===== src/rtl/cnu_serial_minfind_if.sv =====
// Handshake bundle for the serial check-node min-finder: message input and
// compressed check-node result output.
interface cnu_serial_minfind_if #(
    parameter int unsigned data_w = 9,
    parameter int unsigned DEG    = 6
);
    localparam int unsigned idx_w = $clog2(DEG);

    logic                in_valid;
    logic                in_ready;
    logic [data_w-1:0]   in_msg;
    logic                out_valid;
    logic                out_ready;
    logic [data_w-2:0]   out_min1;
    logic [data_w-2:0]   out_min2;
    logic [idx_w-1:0]    out_idx;
    logic                out_sign;
    logic [DEG-1:0]      out_signs;

    modport slave (
        input  in_valid, in_msg, out_ready,
        output in_ready, out_valid, out_min1, out_min2, out_idx, out_sign, out_signs
    );

    modport master (
        output in_valid, in_msg, out_ready,
        input  in_ready, out_valid, out_min1, out_min2, out_idx, out_sign, out_signs
    );
endinterface


===== src/rtl/cnu_serial_minfind.sv =====
// Serial check-node processor: accumulates min1/min2/index/sign parity over
// DEG sign-magnitude messages and emits one compressed result per frame.
module cnu_serial_minfind #(
    parameter int unsigned data_w = 9,
    parameter int unsigned DEG    = 6
) (
    input  logic                clk,
    input  logic                rst_n,
    cnu_serial_minfind_if.slave cnu
);
    localparam int unsigned mag_w = data_w - 1;
    localparam int unsigned idx_w = $clog2(DEG);

    typedef enum logic {ACCUM, OUT} state_e;

    state_e              state_q;
    logic [idx_w-1:0]    k_q;
    logic [mag_w-1:0]    min1_q, min1_d;
    logic [mag_w-1:0]    min2_q, min2_d;
    logic [idx_w-1:0]    idx_q, idx_d;
    logic                sign_q, sign_d;
    logic [DEG-1:0]      signs_q, signs_d;

    logic [mag_w-1:0]    out_min1_q, out_min2_q;
    logic [idx_w-1:0]    out_idx_q;
    logic                out_sign_q;
    logic [DEG-1:0]      out_signs_q;

    logic [mag_w-1:0]    m;
    logic                s;
    logic                xfer;
    logic                last;

    assign m    = cnu.in_msg[mag_w-1:0];
    assign s    = cnu.in_msg[data_w-1];
    assign xfer = cnu.in_valid && (state_q == ACCUM);
    assign last = (k_q == idx_w'(DEG - 1));

    // Running min1/min2/index/sign update for the message on the bus
    always_comb begin
        min1_d  = min1_q;
        min2_d  = min2_q;
        idx_d   = idx_q;
        sign_d  = sign_q ^ s;
        signs_d = signs_q;
        if (k_q == '0) begin
            min1_d     = m;
            min2_d     = '1;
            idx_d      = '0;
            sign_d     = s;
            signs_d    = '0;
            signs_d[0] = s;
        end else begin
            // Strict compares: an equal magnitude never displaces the earlier edge
            if (m < min1_q) begin
                min2_d = min1_q;
                min1_d = m;
                idx_d  = k_q;
            end else if (m < min2_q) begin
                min2_d = m;
            end
            signs_d[k_q] = s;
        end
    end

    always_ff @(posedge clk) begin
        if (!rst_n) begin
            state_q     <= ACCUM;
            k_q         <= '0;
            min1_q      <= '1;
            min2_q      <= '1;
            idx_q       <= '0;
            sign_q      <= 1'b0;
            signs_q     <= '0;
            out_min1_q  <= '0;
            out_min2_q  <= '0;
            out_idx_q   <= '0;
            out_sign_q  <= 1'b0;
            out_signs_q <= '0;
        end else begin
            case (state_q)
                ACCUM: begin
                    if (xfer) begin
                        min1_q  <= min1_d;
                        min2_q  <= min2_d;
                        idx_q   <= idx_d;
                        sign_q  <= sign_d;
                        signs_q <= signs_d;
                        if (last) begin
                            k_q         <= '0;
                            out_min1_q  <= min1_d;
                            out_min2_q  <= min2_d;
                            out_idx_q   <= idx_d;
                            out_sign_q  <= sign_d;
                            out_signs_q <= signs_d;
                            state_q     <= OUT;
                        end else begin
                            k_q <= k_q + idx_w'(1);
                        end
                    end
                end
                OUT: begin
                    if (cnu.out_ready) begin
                        state_q <= ACCUM;
                    end
                end
                default: state_q <= ACCUM;
            endcase
        end
    end

    assign cnu.in_ready  = (state_q == ACCUM);
    assign cnu.out_valid = (state_q == OUT);
    assign cnu.out_min1  = out_min1_q;
    assign cnu.out_min2  = out_min2_q;
    assign cnu.out_idx   = out_idx_q;
    assign cnu.out_sign  = out_sign_q;
    assign cnu.out_signs = out_signs_q;
endmodule


===== src/flat_wrapper.sv =====
// flat-port wrapper written by rule: the top's interface ports become plain ports
module cnu_serial_minfind_flat 
#(
    parameter int unsigned data_w = 9,
    parameter int unsigned DEG    = 6
)
  (clk, rst_n, cnu_in_valid, cnu_in_msg, cnu_out_ready, cnu_in_ready, cnu_out_valid, cnu_out_min1, cnu_out_min2, cnu_out_idx, cnu_out_sign, cnu_out_signs);
  cnu_serial_minfind_if #(.data_w(data_w), .DEG(DEG)) cnu_i ();
  input  logic clk;
  input  logic rst_n;
  input wire logic [$bits(cnu_i.in_valid)-1:0] cnu_in_valid;
  input wire logic [$bits(cnu_i.in_msg)-1:0] cnu_in_msg;
  input wire logic [$bits(cnu_i.out_ready)-1:0] cnu_out_ready;
  output wire logic [$bits(cnu_i.in_ready)-1:0] cnu_in_ready;
  output wire logic [$bits(cnu_i.out_valid)-1:0] cnu_out_valid;
  output wire logic [$bits(cnu_i.out_min1)-1:0] cnu_out_min1;
  output wire logic [$bits(cnu_i.out_min2)-1:0] cnu_out_min2;
  output wire logic [$bits(cnu_i.out_idx)-1:0] cnu_out_idx;
  output wire logic [$bits(cnu_i.out_sign)-1:0] cnu_out_sign;
  output wire logic [$bits(cnu_i.out_signs)-1:0] cnu_out_signs;
  assign cnu_i.in_valid = cnu_in_valid;
  assign cnu_i.in_msg = cnu_in_msg;
  assign cnu_i.out_ready = cnu_out_ready;
  assign cnu_in_ready = cnu_i.in_ready;
  assign cnu_out_valid = cnu_i.out_valid;
  assign cnu_out_min1 = cnu_i.out_min1;
  assign cnu_out_min2 = cnu_i.out_min2;
  assign cnu_out_idx = cnu_i.out_idx;
  assign cnu_out_sign = cnu_i.out_sign;
  assign cnu_out_signs = cnu_i.out_signs;
  cnu_serial_minfind #(.data_w(data_w), .DEG(DEG)) u_core (.clk(clk), .rst_n(rst_n), .cnu(cnu_i));
endmodule

===== config.mk =====
export PLATFORM = sky130hd
export DESIGN_NAME = cnu_serial_minfind_flat
export DESIGN_NICKNAME = d
export VERILOG_FILES = /design/src/rtl/cnu_serial_minfind_if.sv /design/src/rtl/cnu_serial_minfind.sv /design/src/flat_wrapper.sv
export SDC_FILE = /design/constraint.sdc
export NUM_CORES = 1
export LEC_CHECK = 0
export ABC_AREA = 1
export CAP_MARGIN = 20
export CORE_MARGIN = 2
export CORE_UTILIZATION = 33
export CTS_CLUSTER_SIZE = 40
export DETAILED_ROUTE_END_ITERATION = 10
export HOLD_SLACK_MARGIN = 0.08
export PLACE_DENSITY = 0.59
export SLEW_MARGIN = 20
export SYNTH_ARGS = -nofsm -noshare
export SYNTH_HDL_FRONTEND = slang
export SYNTH_SLANG_ARGS = --single-unit

===== constraint.sdc =====
create_clock -name clk -period 1.8 [get_ports clk]
set_input_delay 0.54 -clock clk [delete_from_list [all_inputs] [get_ports clk]]
set_output_delay 0.54 -clock clk [all_outputs]
set_load 0.005 [all_outputs]

==> impl_metrics.yaml, run 1 <==
setup_path:
  crit_required_ps: 1260
  crit_slowest_cell: "clkdlybuf4s50_1"
  cp-end-kind: "output port"
  cp_top_family: "buffers and inverters"
  crit_type: "reg -> out"
  cp-start-kind: "flip-flop"
  arrival_ps: 1220
  crit_chain: "clkdlybuf4s50_1"
  crit_buf_inv: 1
  max_stage_delay_ps: 530
  critPathMaxFanout: 2
run:
  maxCapViolations: 0
synthesis:
  ys_types: 25
  syn-cell-area_um2: 3080
  yosys.area.top_type_share: 0.364
  yosys-top-cells-area: "dfxtp_1, nand2_1, nand3_1, inv_1, a21oi_1"
  syn_avg_cell_area_um2: 6.61
  synth-seq-cells: 56
  netlist_instances: 466
  synth_area_leader_cell: "dfxtp_1"
  yosysSeqAreaShare: 0.364
  ys_warn_count: 0
  synth_nets: 493
sta:
  max_freq_mhz: 568
  tightestPinTransition_ps: 318
  fin_crit_sh: 0.979
  fin_ws_ps: 37.9
  min_period_ps: 1760
  slew_headroom: 0.786
  drv_slew: 0
  fin_skew_ps: 5.37
  hold_violations: 0
  setup_violations: 0
cts:
  cts_hold_buf: 0
  cts_tree: "done"
  root_buffer: "clkbuf_8"
  clk-insertion-delay-late_ps: 300
  cts_inserted_buffers: 5
  clk_pin_slew_ps: 100
  clockBufferDepth: 2
  h-tree-depth: 2
  clock-sinks: 56
grt:
  grt_overflow: 0
  antenna_found_initial: 0
  track_usage: 0.172
  grt_pass1_wl_um: 14100
  grt_pass1_vias: 3030
  grt_max_degree: 38
placed_design:
  gp_congestion: 0.890
  portBuffers: 40
  dp.cells: 628
  place_area_um2: 3780
  place_ws_ps: -694
  dp_hpwl_um: 5980
drt:
  drtAntennaViolNets: 0
  drt_iter0_drc: 189
  num_vias: 3058
  dr.pass1.iters: 4
  wl_per_cell_um: 13.4
  viasPerCell: 4.79
  routed_wl_um: 8540
  route.detailed.drc: 0
finish:
  drive_above_1_share: 0.218
  mostFrequentLayoutCell: "nand2_1"
  syn_to_final_growth_pct: 36.9
  diodes: 0
  final_cell_mix: "nand2_1, inv_1, dfxtp_1"
  fin_area_um2: 4220
  final_nets: 554
  final_cells: 638
power:
  ir_worst_vdd_mv: 0.352
  power_leakage_nw: 2.05
  power_mw: 2.74
  power_density_nw_per_um2: 649
status:
  status: "finished clean"
floorplan:
  die_h_um: 101
  start_util: 0.337
  dieWidth_um: 101
  die-area_um2: 10100
  placementRows: 35
  io_pins: 41
  core_um2: 9150
min_path:
  hold_path_class: "reg -> reg"
synth_stat cells:
cell      instances
a21oi_1          42
a221oi_1          1
buf_2             7
buf_4             3
buf_6             7
clkbuf_1          6
dfxtp_1          56
ha_1             14
inv_1            64
inv_2             7
nand2_1         125
nand2_2           4
nand2_4           1
nand3_1          53
nand4_1           1
nor2_1           44
nor2_4            2
nor2_8            1
nor3_1            1
o211ai_1          2
o21a_1            2
o21ai_0          17
o21ai_1           4
o31ai_1           1
xor2_1            1
layer usage:
layer / up-vias / global-route usage / routed length [um]
met3: 17 / 0.0270 / 243
met4: 0 / 0.0516 / 180
met2: 61 / 0.308 / 4270
li1: 1588 / - / -
met5: - / 0 / 0
met1: 1392 / 0.211 / 3850
sequential cells by signal, summed over array words and instances, names as in the netlist, 3 cells and up:
register	count
u_core.cnu.out_min1	8
u_core.idx_q	3
u_core.min1_q	8
u_core.signs_q	6
u_core.cnu.out_signs	6
u_core.cnu.out_idx	3
u_core.min2_q	8
u_core.cnu.out_min2	8
u_core.k_q	3
stage by stage:
step	TNS [ps]	utilization	hold WS [ps]
after global placement	-21230	0.413	451
after CTS	0	0.438	474
final	0	0.461	466
after detailed placement	-22560	0.413	459
after floorplan	0	-	440
after global routing	-259	0.461	495
cells by family after synthesis:
logic type | Yosys count | synth area share
AND/OR/NAND/NOR | 232 | 0.321
adder cells (fa/ha/maj) | 14 | 0.0568
AO/OA/AOI/OAI | 69 | 0.117
flip-flops | 56 | 0.364
XOR/XNOR | 1 | 0.00284
buffers and inverters | 94 | 0.138
worst paths after layout:
kind                                        start                              endpoint  slack, ps  cells after the start
max           u_core.cnu.out_min1[5]$_SDFFE_PN0P_                       cnu_out_min1[5]         40                      1
min          u_core.cnu.out_signs[2]$_SDFFE_PN0P_  u_core.cnu.out_signs[2]$_SDFFE_PN0P_        470                      2
max reg2reg         u_core.min1_q[1]$_SDFFE_PN1P_   u_core.cnu.out_min1[7]$_SDFFE_PN0P_        100                     13
min reg2reg  u_core.cnu.out_signs[2]$_SDFFE_PN0P_  u_core.cnu.out_signs[2]$_SDFFE_PN0P_        470                      2
cell type report:
type                       instances  area [um2]
fill                             927        4930
multi-input combinational        318        1860
sequential                        56        1120
timing repair buffer              75         737
inverter                          71         267
tap                              111         139
clock buffer                       6        82.6
clock inverter                     1        8.76
power by group:
part | switching, mW | internal [mW] | leakage, nW
logic | 0.412 | 0.289 | 1.55
registers | 0.0291 | 1.29 | 0.457
clock network | 0.415 | 0.309 | 0.0473
total | 0.856 | 1.88 | 2.05
timing repair:
item / CTS / global route
setup endpoints to repair: 39 / 39
setup buffers: 1 / 0
resized for setup: 35 / 60
endpoints found under the hold margin: 0 / 0
cloned: 2 / 0
pin swaps: 10 / 16
No activity file was read; power rests on OpenSTA's default activity.
==> run 2: changes to the inputs <==
--- a/config.mk
+++ b/config.mk
@@ -9,7 +9,7 @@
 export CAP_MARGIN = 20
 export CORE_MARGIN = 2
 export CORE_UTILIZATION = 33
-export CTS_CLUSTER_SIZE = 40
+export CTS_CLUSTER_SIZE = 8
 export DETAILED_ROUTE_END_ITERATION = 10
 export HOLD_SLACK_MARGIN = 0.08
 export PLACE_DENSITY = 0.59
==> constraint.sdc (replaced) <==
create_clock -name clk -period 1.7 [get_ports clk]
set_input_delay 0.51 -clock clk [delete_from_list [all_inputs] [get_ports clk]]
set_output_delay 0.51 -clock clk [all_outputs]
set_load 0.005 [all_outputs]
==> run 2 against run 1 <==
The flow now finishes with violations (negative setup slack). Count of clock-buffer cells in the layout is the same. Die area stayed put. Largest cell class unchanged. Worst setup slack got worse by 43 ps. Critical path depth is 11 higher.
==> impl_metrics.yaml, run 2 (same netlist as run 1, synthesis figures left out) <==
setup_path:
  crit_chain: "clkdlybuf4s15_2 -> buf_4 -> ha_1 -> nand2_2 -> nor2_4 -> nand2_4 -> nand2_4 -> nand2_1 -> nand3_2 -> nand3_2 -> nand2_1 -> inv_1"
  crit_slowest_cell: "ha_1"
  crit_buf_inv: 3
  arrival_ps: 1930
  critPathMaxFanout: 8
  cp-start-kind: "input pin"
  r2r_cells: 15
  crit_path_start: "cnu_in_msg[4]"
  reg2reg_slack_ps: 0
  crit_type: "in -> reg"
  worst-path-stages: 12
  r2r-start: "u_core.min1_q[1]$_SDFFE_PN1P_"
  cp-end-kind: "flip-flop"
  crit_required_ps: 1920
  cp_top_family: "simple AND/OR/NAND/NOR gates"
  max_stage_delay_ps: 290
min_path:
  hold_path_class: "reg -> reg"
  holdPathStages: 2
  holdCritStartpoint: "u_core.cnu.out_signs[2]$_SDFFE_PN0P_"
power:
  power_density_nw_per_um2: 698
  power_leakage_nw: 2.34
  ir_worst_vdd_mv: 0.391
sta:
  grt_setup_unrepaired: "yes"
  fin_skew_ps: 6.95
  setup_violations: 1
  min_period_ps: 1710
  fin_ws_ps: -5.19
  tns_ps: -5.19
  hold_violations: 0
  slew_headroom: 0.770
  tightestPinTransition_ps: 342
  max_freq_mhz: 586
  drv_slew: 0
  fin_crit_sh: 1.00
drt:
  viasPerCell: 4.91
  drtAntennaViolNets: 0
  route.detailed.drc: 0
  wl_per_cell_um: 14.2
  dr.pass1.iters: 4
  routed_wl_um: 9160
  num_vias: 3172
  drt_iter0_drc: 131
status:
  status: "finished, violations left"
  violations: "negative setup slack"
finish:
  drive_above_1_share: 0.327
  mostFrequentLayoutCell: "nand2_1"
  diodes: 0
  final_nets: 561
  syn_to_final_growth_pct: 46.1
  final_cell_mix: "nand2_1, inv_1, nor2_1"
  fin_area_um2: 4500
floorplan:
  io_pins: 41
  die_h_um: 101
  start_util: 0.337
  core_um2: 9150
  die-area_um2: 10100
  dieWidth_um: 101
  placementRows: 35
cts:
  h-tree-depth: 2
  clk-insertion-delay-late_ps: 320
  root_buffer: "clkbuf_8"
  cts_hold_buf: 0
  clk_pin_slew_ps: 110
  cts_tree: "done"
  cts_inserted_buffers: 5
  clock-sinks: 56
  clockBufferDepth: 2
placed_design:
  dp_hpwl_um: 6060
  gp_congestion: 0.882
  portBuffers: 40
  place_area_um2: 3810
run:
  maxCapViolations: 0
grt:
  grt_max_degree: 38
  grt_pass1_wl_um: 14400
  antenna_found_initial: 0
  grt_overflow: 0
  grt_pass1_vias: 3078
  track_usage: 0.179
[run 2: final timing paths]
check / end
min reg2reg: u_core.cnu.out_signs[2]$_SDFFE_PN0P_
max: u_core.cnu.out_min2[0]$_SDFFE_PN0P_
max reg2reg: u_core.cnu.out_min2[4]$_SDFFE_PN0P_
min: u_core.cnu.out_signs[2]$_SDFFE_PN0P_
[run 2: area by class of cell]
cell class	instances	area, um2
multi-input combinational	319	2010
tap	111	139
timing repair buffer	81	820
clock inverter	2	38.8
fill	893	4650
inverter	71	269
sequential	56	1150
clock buffer	6	72.6
[run 2: worst min-delay path, cell delays in order (launching register included)]
cell	delay, ps
dfxtp_1	320
nand2_1	60
a21oi_1	50
[run 2: power breakdown]
group | leakage [nW] | switching (mW) | internal (mW)
clock | 0.0558 | 0.466 | 0.447
combinational | 1.82 | 0.487 | 0.350
sequential | 0.463 | 0.0307 | 1.36
[run 2: metrics by stage]
step | cells | setup WS, ps | util | power, mW | hold WS [ps]
6_report | 646 | -5.19 | 0.492 | 3.14 | 466
3_3_place_gp | 631 | -737 | 0.417 | 2.02 | 453
3_5_place_dp | 631 | -781 | 0.417 | 2.02 | 457
2_1_floorplan | 466 | 34.9 | - | 1.80 | 440
5_1_grt | 646 | -106 | 0.492 | 3.31 | 495
4_1_cts | 642 | 0.185 | 0.449 | 2.99 | 475
[run 2: per-layer routing]
| metal | vias up | global-route usage | part of all wire |
|---|---|---|---|
| met2 | 86 | 0.325 | 0.51 |
| met4 | 0 | 0.0643 | 0.033 |
| met3 | 26 | 0.0305 | 0.050 |
| li1 | 1598 | - | - |
| met5 | - | 0 | 0 |
| met1 | 1462 | 0.211 | 0.41 |
[run 2: what timing repair did]
item                       in CTS  in global routing
gates cloned                    2                  2
resized for setup              57                125
pin swaps                      14                 33
setup endpoints to repair      45                 57
setup buffers                   1                  2
